File: src/rtl/rv_status_led_pkg.sv
// Shared types and timing derivations for the rv_status_led status-LED block.
package rv_status_led_pkg;

    typedef enum logic [1:0] {
        LEVEL   = 2'd0,
        STICKY  = 2'd1,
        STRETCH = 2'd2,
        BLINK   = 2'd3
    } mode_t;

    // Half blink period in clock cycles; 0 flags an unusable configuration.
    function automatic int unsigned calc_half_cyc(input int unsigned clock_freq,
                                                  input int unsigned blink_hz);
        if (blink_hz == 0) return 0;
        return clock_freq / (2 * blink_hz);
    endfunction

    function automatic int unsigned calc_stretch_cyc(input int unsigned clock_freq,
                                                     input int unsigned stretch_ms);
        return (clock_freq / 1000) * stretch_ms;
    endfunction

endpackage

File: src/rtl/rv_status_led_stretch.sv
// Per-channel rising-edge detector and retriggerable pulse-stretch timer.
module rv_status_led_stretch #(
    parameter int unsigned STRETCH_CYC = 4
) (
    input  logic clk,
    input  logic rst_n,
    input  logic din,
    output logic stretch_nxt
);

    localparam int TW = $clog2(STRETCH_CYC + 1);
    localparam logic [TW-1:0] LOAD = TW'(STRETCH_CYC);
    localparam logic [TW-1:0] ONE  = TW'(1);

    logic [TW-1:0] timer_p1;
    logic          din_p1;
    logic          armed_p1;
    logic          edge_det;

    // armed_p1 masks the first post-reset cycle so a level already high is not an edge.
    assign edge_det = armed_p1 & din & ~din_p1;

    // Value the registered LED should take next: high for exactly STRETCH_CYC cycles.
    assign stretch_nxt = edge_det | (timer_p1 > ONE);

    always_ff @(posedge clk) begin
        if (!rst_n) begin
            timer_p1 <= '0;
            din_p1   <= 1'b0;
            armed_p1 <= 1'b0;
        end else begin
            armed_p1 <= 1'b1;
            din_p1   <= din;
            if (edge_det) begin
                timer_p1 <= LOAD;
            end else if (timer_p1 != '0) begin
                timer_p1 <= timer_p1 - ONE;
            end
        end
    end

endmodule

File: src/rtl/rv_status_led.sv
// Multi-channel status LED driver: level, sticky, stretch and blink modes per channel.
// Optional heartbeat output enabled by defining RV_STATUS_LED_HEARTBEAT_EN.
module rv_status_led
    import rv_status_led_pkg::*;
#(
    parameter int unsigned CLOCK_FREQ = 100_000_000,
    parameter int unsigned NUM_CH     = 2,
    parameter int unsigned BLINK_HZ   = 2,
    parameter int unsigned STRETCH_MS = 50
) (
    input  logic                  clk,
    input  logic                  rst_n,
    input  logic [NUM_CH-1:0]     ch_in,
    input  logic [2*NUM_CH-1:0]   ch_mode,
    input  logic                  clr_sticky,
    output logic [NUM_CH-1:0]     led
`ifdef RV_STATUS_LED_HEARTBEAT_EN
    ,
    output logic                  heartbeat
`endif
);

    localparam int unsigned HALF_CYC    = calc_half_cyc(CLOCK_FREQ, BLINK_HZ);
    localparam int unsigned STRETCH_CYC = calc_stretch_cyc(CLOCK_FREQ, STRETCH_MS);
    localparam int          PW          = $clog2(HALF_CYC + 1);

    if (HALF_CYC == 0) begin : g_bad_half
        $error("rv_status_led: HALF_CYC evaluates to 0");
    end
    if (STRETCH_CYC == 0) begin : g_bad_stretch
        $error("rv_status_led: STRETCH_CYC evaluates to 0");
    end
    if (NUM_CH < 1 || NUM_CH > 16) begin : g_bad_ch
        $error("rv_status_led: NUM_CH must be within 1..16");
    end

    logic [PW-1:0]     cnt_p1;
    logic              blink_phase;
    logic              wrap;
    logic [NUM_CH-1:0] sticky_p1;
    logic [NUM_CH-1:0] sticky_nxt;
    logic [NUM_CH-1:0] stretch_nxt;
    logic [NUM_CH-1:0] led_p0;
    logic [NUM_CH-1:0] led_p1;

    assign wrap = (cnt_p1 == PW'(HALF_CYC - 1));

    always_ff @(posedge clk) begin
        if (!rst_n) begin
            cnt_p1      <= '0;
            blink_phase <= 1'b0;
        end else if (wrap) begin
            cnt_p1      <= '0;
            blink_phase <= ~blink_phase;
        end else begin
            cnt_p1      <= cnt_p1 + PW'(1);
        end
    end

    // A new event in the same cycle as a clear keeps the latch set.
    assign sticky_nxt = ch_in | (sticky_p1 & {NUM_CH{~clr_sticky}});

    for (genvar i = 0; i < NUM_CH; i++) begin : g_ch
        rv_status_led_stretch #(
            .STRETCH_CYC(STRETCH_CYC)
        ) u_stretch (
            .clk        (clk),
            .rst_n      (rst_n),
            .din        (ch_in[i]),
            .stretch_nxt(stretch_nxt[i])
        );
    end

    // Every channel's state runs regardless of mode; the mode only selects the source.
    always_comb begin
        led_p0 = '0;
        for (int i = 0; i < NUM_CH; i++) begin
            case (mode_t'(ch_mode[2*i +: 2]))
                LEVEL:   led_p0[i] = ch_in[i];
                STICKY:  led_p0[i] = sticky_nxt[i];
                STRETCH: led_p0[i] = stretch_nxt[i];
                BLINK:   led_p0[i] = ch_in[i] & blink_phase;
                default: led_p0[i] = 1'b0;
            endcase
        end
    end

    // Output register stage
    always_ff @(posedge clk) begin
        if (!rst_n) begin
            sticky_p1 <= '0;
            led_p1    <= '0;
        end else begin
            sticky_p1 <= sticky_nxt;
            led_p1    <= led_p0;
        end
    end

    assign led = led_p1;

`ifdef RV_STATUS_LED_HEARTBEAT_EN
    logic hb_p1;

    // Toggles on every second prescaler wrap, i.e. half the blink rate.
    always_ff @(posedge clk) begin
        if (!rst_n) begin
            hb_p1 <= 1'b0;
        end else if (wrap && blink_phase) begin
            hb_p1 <= ~hb_p1;
        end
    end

    assign heartbeat = hb_p1;
`endif

endmodule

File: config.mk
export PLATFORM = sky130hd
export DESIGN_NAME = rv_status_led
export DESIGN_NICKNAME = d
export VERILOG_FILES = /design/src/rtl/rv_status_led_pkg.sv /design/src/rtl/rv_status_led_stretch.sv /design/src/rtl/rv_status_led.sv
export SDC_FILE = /design/constraint.sdc
export NUM_CORES = 1
export LEC_CHECK = 0
export CORE_MARGIN = 5
export CORE_UTILIZATION = 60
export DETAILED_ROUTE_END_ITERATION = 8
export HOLD_SLACK_MARGIN = 0.02
export PLACE_DENSITY = 0.83
export SETUP_SLACK_MARGIN = 0.15
export SLEW_MARGIN = 20
export SYNTH_ARGS = -nofsm -noshare
export SYNTH_HDL_FRONTEND = slang
export SYNTH_HIERARCHICAL = 1
export SYNTH_SLANG_ARGS = --single-unit
File: constraint.sdc
create_clock -name clk -period 3.2 [get_ports clk]
set_input_delay 0.32 -clock clk [delete_from_list [all_inputs] [get_ports clk]]
set_output_delay 0.32 -clock clk [all_outputs]
set_load 0.02 [all_outputs]
Yosys cells after proc, flatten, opt, wreduce, memory -nomap -nowiden
Index checks and enable logic that the tools add are counted. W data, S select, Z words.

$add $sub $neg: 3. Multiply operators: 0. Div/mod/pow operators: 0. Magnitude comparators: 2. Equality and inequality tests: 7. Shifts and indexed selects: 0. Mux-type cells: 7. Bitwise gates (word level): 15. Reduce and logical (&&, ||, !) cells: 9.

Operators with widths (count): $mux W23 (4); $gt A23 B1 Y1 const B (2); $reduce_bool A23 Y1 (2); $sub A23 B1 Y23 const B (2); $add A25 B1 Y25 const B (1); $eq A25 B25 Y1 const B (1); $eq A2 B2 Y1 const B (4); $pmux W1 S4 (2); $and A1 B1 Y1 (6); $reduce_or A2 Y1 (3); $not A1 Y1 (5); $eq A2 B1 Y1 const B (2); $logic_not A2 Y1 (2); $reduce_bool A2 Y1 (2); $and A2 B2 Y2 (1); $or A1 B1 Y1 (2); $or A2 B2 Y2 (1); $mux W1 (1).

Register bits after elaboration: 79. Bits in latches: 0. RAM bits: 0. ROM bits: 0. Input port bits: 9. Output and inout bits: 2. Word-level logic and storage cells: 54. Memories kept: 0.

Depth between registers and ports, before layout
Gate-level depths: netlist of run 1.

Depth in word-level cells: 4. Mapped depth: 8.

Cells and area by module
The synthesis of run 1 kept the hierarchy.

By module, submodules not included: rv_status_led_stretch (instances 2, cells each 137, area an instance 1226.2 µm², sequential area each 500.5 µm²); rv_status_led (instances 1, cells each 162, area an instance 1407.6 µm², sequential area each 600.6 µm²).

Least setup slack after synthesis of run 1
No wires, ideal clock.

Path type: register to register. From: register g_ch[0].u_stretch.timer_p1[0]. To: register g_ch[0].u_stretch.timer_p1[18]. Setup time: 74 ps. Data arrival time: 1955 ps. Path slack: 1171 ps. Stages on the path, launching flop included: 8. Period minus slack after synthesis: 2029 ps. Path through: dfxtp_1 -> inv_1 -> ha_1 -> or3b_2 -> nor2_2 -> nand3_1 -> or4_1 -> a31oi_1.

Longest elaborated chain between the ends: 3. Elaborated cells on any way between the ends: 5. Classes of those cells: add/sub (1); mux (2); reduce/logical (2).

Ends and longest elaborated chain: start, declared (RTL line rv_status_led_stretch.sv:15) `logic [TW-1:0] timer_p1;`; start signal, assigned (RTL line rv_status_led_stretch.sv:37) `timer_p1 <= timer_p1 - ONE;`; $sub A23 B1 Y23 (RTL line rv_status_led_stretch.sv:37); $mux W23 (RTL line rv_status_led_stretch.sv:36) `end else if (timer_p1 != '0) begin`; $mux W23 (RTL line rv_status_led_stretch.sv:34) `if (edge_det) begin`.

Parallel ways exist; a longest one is shown, timed or not. The select of a mux whose other input is x is not followed. A chain may end at the register's enable or synchronous reset.

Final worst setup path of run 1
From: register g_ch[0].u_stretch.timer_p1[0]. To: register g_ch[0].u_stretch.timer_p1[20].

Longest elaborated chain between the ends: 1. Elaborated cells on any way between the ends: 2. Classes of those cells: add/sub (1); reduce/logical (1).

Ends and longest elaborated chain (RTL line): $sub A23 B1 Y23 or $reduce_bool A23 Y1 (tied branches) (rv_status_led_stretch.sv:37, rv_status_led_stretch.sv:36).

Parallel ways exist; a longest one is shown, timed or not.

==> results of run 1 <==
cells in the final DEF (no fill, tap or decap), types with 3 or more instances in the layout:
master           netlist  layout
a21oi_1               25      25
a31oi_1               12      12
and4_1                 3       3
clkbuf_8               0      10
clkdlybuf4s50_1        0      10
dfxtp_1               80      80
ha_1                   7       7
inv_1                 12      12
nand2_1               24      24
nand3_1               16      16
nand3b_1               4       4
nand4_1               12      12
nor2_1                44      44
nor2b_1                4       4
nor3_1                10      10
nor4_1                 6       6
nor4b_1                7       7
o211ai_1               6       6
o21ai_0               16      16
o21ai_1                4       4
o31ai_1               19      19
or2_2                  3       3
or3_1                 26      26
or4_1                 16      16
or4_4                  6       6
xnor2_1               14      14
xor2_1                21      21
metal layers:
metal / vias to the layer above / global-route usage
met4: 0 / 0.0993
met1: 1528 / 0.253
li1: 1633 / -
met2: 49 / 0.314
met5: - / 0
met3: 11 / 0.0301
worst max-delay path by stage:
stage / startpoint / endpoint / slack (ns) / cells after the start
floorplan: g_ch[0].u_stretch/timer_p1[0] / g_ch[0].u_stretch/timer_p1[18] / 1.17 / 7
global placement: g_ch[0].u_stretch/timer_p1[0] / g_ch[0].u_stretch/timer_p1[18] / 1.05 / 7
detailed placement: g_ch[0].u_stretch/timer_p1[0] / g_ch[0].u_stretch/timer_p1[20] / 0.95 / 7
CTS: g_ch[0].u_stretch/timer_p1[0] / g_ch[0].u_stretch/timer_p1[20] / 0.93 / 7
global route: g_ch[0].u_stretch/timer_p1[0] / g_ch[0].u_stretch/timer_p1[18] / 0.72 / 7
finish: g_ch[0].u_stretch/timer_p1[0] / g_ch[0].u_stretch/timer_p1[20] / 0.91 / 7
sequential cells by signal, summed over array words and instances (netlist names):
register and cells:
sticky_p1 2, g_ch.u_stretch/din_p1 2, g_ch.u_stretch/armed_p1 2, led 2, cnt_p1 25, g_ch.u_stretch/timer_p1 46, blink_phase 1
power groups by stage:
| stage | registers (W) | logic (W) | clock network, W |
|---|---|---|---|
| floorplan | 0.00143 | 0.00138 | 0 |
| CTS | 0.00147 | 0.00164 | 0.000827 |
| detailed placement | 0.00149 | 0.00163 | 0 |
| global route | 0.00152 | 0.00185 | 0.000878 |
| global placement | 0.00148 | 0.00158 | 0 |
| finish | 0.00148 | 0.00164 | 0.000811 |
critical path: stages, from the launching register on:
cell	delay, ns
dfxtp_1	0.33
inv_1	0.13
ha_1	0.17
or3b_2	0.50
nor2_2	0.22
nand3_1	0.23
or4_1	0.46
a21oi_1	0.16
cells by family after synthesis:
kind of cell	share of synthesized area
xor+xnor	0.0794
compound gates	0.143
fa+ha+maj	0.0227
flops	0.415
simple gates	0.310
mux	0.00519
buf+inv	0.0250
cell type report:
type                            instances  area share
Clock buffer                           10      0.0326
Multi-Input combinational cell        334       0.512
Timing Repair Buffer                   10      0.0237
Sequential cell                        80       0.379
Inverter                               12      0.0107
Tap cell                               77      0.0228
Clock inverter                          5      0.0193
per-stage QoR:
stage	instances	power, W	instance area, sq um	setup WS (ns)
after detailed placement	513	0.00312	4010	0.946
after CTS	528	0.00394	4220	0.929
after global placement	513	0.00306	4010	1.05
after floorplan	436	0.00281	3860	1.17
after global routing	528	0.00424	4220	0.724
final	528	0.00393	4220	0.908
==> reports/metrics.cfg, run 1 <==
[synthesis]
ys_seq_elements=80
avgSynthCellArea_sq_um=8.85
synthCells=436
synth_cell_types=45
netlist_area_sq_um=3860
synth_area_leaders=dfxtp_1 (41%), xor2_1 (4.8%), nor2_1 (4.3%)
yosysWarnings=6
synth_top_area_share=0.415
synth_edf_count=0
synthArstFlopShare=0
ys.flop_type=dfxtp_1
synth_top_area_cell=dfxtp_1
synth.most_common_cell=dfxtp_1
synth_common_cells=dfxtp_1 (80), nor2_1 (44), or3_1 (26)
ys_seq_area_frac=0.415
synth_nets=452

[routing]
viasPerCell=6.10
drt_pass1_iterations=4
drc=0
wl_met1_um=3670
wl_per_cell_um=14.7
ant_nets=0
dr_wl_met3_um=229
route.top_layer_used=met4
wirelength_um=7740
via_count=3221
dr_wl_met2_um=3690
dr.first_iter.drc_count=173

[clock_network]
ctsHoldBuffers=0
cts_max_level=3
path_clk_slew_ns=0.07
clk_latency_ns=0.35
tritoncts=yes
postCtsSetupRepairBufs=0
max-clock-path-buffers=2
numClockSinks=80
cts_resized=0
root_buffer=clkbuf_8
numCtsBuffers=9

[placement]
port-buffer-count=10
dp_hpwl_um=5430
gp_congestion=0.821

[job]
cap_violations=0

[layout]
diodes=0
multi_input_area_sq_um=2160
syn2layout_area_growth_pct=9.43
finalCoreUtilization=0.669
drive_gt1_frac=0.0865
fin_nets=463
register_area_sq_um=1600
fill_cells=517

[floorplan]
ios=11
rows=29
fp.dieW_um=90.2
fp.dieH_um=90.2
core_sq_um=6310
fp.dieArea_sq_um=8140
floorplan.initialDensity=0.611

[critical_path]
r2r-end=g_ch[0].u_stretch/timer_p1[20]
crit_path_end_kind=register
cp_max_fo=6
cp_data_arrival_time_ns=2.56
r2r_start=g_ch[0].u_stretch/timer_p1[0]
critPathLaunchType=register
regToRegSetupSlack_ns=0.91
crit_type=reg -> reg
crit_required_ns=3.47
reg2reg_depth=7

[power_and_ir_drop]
internal-power_w=0.00237
comb_power_share=0.417
pwr-share-clk=0.206
powerDensity_nw_per_um2=930
p_switching_w=0.00155
power.leakage_nw=1.43
swShare=0.396
power_frac_seq=0.376
ir_drop_uv=510

[timing]
tns_ns=0
hold_slack_ns=0.492
slew_violations=0
fmax_mhz=436
worst_slew_pin_slew_ns=0.648
setup_viol=0
rsz0062_at_grt=no
hold_viol_final=0
period_share=0.716
finClkSkew_ns=0.00618
fin_crit_ns=2.29
relSlewSlack=0.566

[grt]
grt_pass1_vias=3022
grt_max_degree=26
grtUsageTotal=0.195
antenna_found_initial=0
grt_pass1_wl_um=13400
overflow=0

[worst_hold_path]
holdPathStages=2
hold_path_end=g_ch[0].u_stretch/timer_p1[21]
hp-start=g_ch[0].u_stretch/timer_p1[21]
holdCritPathClass=reg -> reg

[run_status]
run_status=finished, final reports clean

(Power assumes the default switching activity.)
==> run 2, diff against run 1 <==
==> constraint.sdc (replaced) <==
create_clock -name clk -period 2.35 [get_ports clk]
set_input_delay 0.235 -clock clk [delete_from_list [all_inputs] [get_ports clk]]
set_output_delay 0.235 -clock clk [all_outputs]
set_load 0.02 [all_outputs]
==> run 2 against run 1 <==
  * Global-route usage increased by 0.73 points
  * Power increased by 46%
  * Setup slack got worse by 0.65 ns
  * Worst hold slack got worse by 0.022 ns
  * Flip-flop and latch count unchanged
  * Final area increased by 4.4%
  * Sequential power increased by 37%
  * Utilization increased by 2.9 points
  * Non-clock buffer count increased by 15
  * Cell count increased by 3.0%
  * Largest cell class unchanged
  * Critical path depth decreased by 2
==> reports/metrics.cfg, run 2 (same netlist as run 1, synthesis figures left out) <==
[layout]
fin_nets=478
layout_common_cells=dfxtp_1 (80), nor2_1 (44), or3_1 (26)
largest_register_ffs=46
reg_top3=g_ch.u_stretch/timer_p1 (46), cnt_p1 (25)
fin_cells=544
diodes=0
drive_gt1_frac=0.131
layout_commonest_cell=dfxtp_1
finalCoreUtilization=0.698
syn2layout_area_growth_pct=14.2
top_register=g_ch.u_stretch/timer_p1
fill_cells=482

[grt]
grt_pass1_wl_um=13900
antenna_found_initial=0
overflow=0
grtUsageTotal=0.203
top_usage_layer=met2
grt_util_met1=0.264
grt_max_degree=26
grt.met3_usage=0.0451
grt_pass1_vias=3103
grt_use_met2=0.316

[timing]
tns_ns=0
setup_viol=0
relSlewSlack=0.648
finClkSkew_ns=0.00786
hold_viol_final=0
fin_crit_ns=2.09
fmax_mhz=479
worst_slew_pin_slew_ns=0.527
rsz0062_at_grt=no
slew_violations=0
period_share=0.888
hold_slack_ns=0.470

[placement]
gp_congestion=0.872
dp_hpwl_um=5570
dp.cells=524
port-buffer-count=10

[clock_network]
tritoncts=yes
numCtsBuffers=9
ctsHoldBuffers=0
path_clk_slew_ns=0.08
numClockSinks=80
clk_latency_ns=0.35
max-clock-path-buffers=2
cts_max_level=3
root_buffer=clkbuf_8

[critical_path]
cp_max_fo=8
r2r_start=g_ch[1].u_stretch/timer_p1[8]
crit_path_top_delay_cell=or4_4
worstPathCellList=or4_4 > or2_1 > nor3_4 > nor2b_1 > a211oi_1
crit_type=reg -> reg
critPathLaunch=g_ch[1].u_stretch/timer_p1[8]
critPathLaunchType=register
crit_required_ns=2.61
max_stage_delay_ns=0.58
crit_path_end_kind=register
cp_data_arrival_time_ns=2.34
reg2reg_depth=5

[routing]
wl_per_cell_um=14.9
viasPerCell=6.11
wirelength_um=8120
drt_pass1_iterations=4
dr.first_iter.drc_count=189
via_count=3326
drc=0
ant_nets=0

[floorplan]
floorplan.initialDensity=0.611
core_sq_um=6310
fp.dieW_um=90.2
fp.dieH_um=90.2
rows=29
fp.dieArea_sq_um=8140
ios=11

[worst_hold_path]
holdPathStages=2
holdCritPathClass=in -> reg
hp-start=ch_mode[2]

[power_and_ir_drop]
swShare=0.397
pwr-share-clk=0.208
power.leakage_nw=1.51
ir_drop_uv=920
comb_power_share=0.438
powerDensity_nw_per_um2=1300
p_switching_w=0.00227
total_power_w=0.00572
internal-power_w=0.00345
power_frac_seq=0.354

[run_status]
run_status=finished, final reports clean

[job]
cap_violations=0

run 2: changes by cell type in the layout (fill, tap and decap cells not counted), sizes merged:
cell | before | now
buf | 0 | 15
clkbuf | 10 | 12
clkinv | 2 | 0
clkinvlp | 1 | 2
run 2: per-stage QoR:
stage          worst slack [ns]  instance area, sq um
2_1_floorplan             0.321                  3860
3_3_place_gp              0.198                  4090
3_5_place_dp             0.0888                  4090
4_1_cts                   0.154                  4340
5_1_grt                   0.152                  4410
6_report                  0.263                  4410
run 2: worst max-delay path, delay by kind of cell, from the launching register on:
| family | cells | cell delay (ns) |
|---|---|---|
| AND/OR/NAND/NOR | 4 | 1.39 |
| flip-flops | 1 | 0.35 |
| AO/OA/AOI/OAI | 1 | 0.24 |
run 2: area by class of cell:
class | count | area (sq um) | area share
clock inverters | 4 | 75.1 | 0.0170
inverters | 12 | 45.0 | 0.0102
well taps | 77 | 96.3 | 0.0219
multi-input cells | 334 | 2210 | 0.502
repair buffers | 25 | 213 | 0.0482
clock buffers | 12 | 165 | 0.0375
flip-flops and latches | 80 | 1600 | 0.363
run 2: path summary, 6_finish.rpt:
check                                   to  slack (ns)
max          g_ch[1].u_stretch/timer_p1[1]        0.26
min                                 led[1]        0.47
max reg2reg  g_ch[1].u_stretch/timer_p1[1]        0.26
min reg2reg  g_ch[0].u_stretch/timer_p1[4]        0.49
run 2: what timing repair did:
| action | in CTS | in global routing |
|---|---|---|
| endpoints found under the setup margin | 4 | 9 |
| gates resized for setup | 2 | 9 |
| gates cloned | 0 | 0 |
| pin swaps | 0 | 3 |
| setup buffers | 0 | 4 |
run 2: layer usage:
metal,routed length (um),up-vias
met2,3910,51
met4,95,0
met3,315,10
met1,3800,1599
li1,-,1666
met5,0,-
run 2: power groups by stage:
stage	clock [W]	combinational (W)	sequential, W
2_1_floorplan	0	0.00188	0.00195
5_1_grt	0.00128	0.00280	0.00208
3_3_place_gp	0	0.00226	0.00202
3_5_place_dp	0	0.00232	0.00203
4_1_cts	0.00120	0.00237	0.00201
6_report	0.00119	0.00251	0.00203
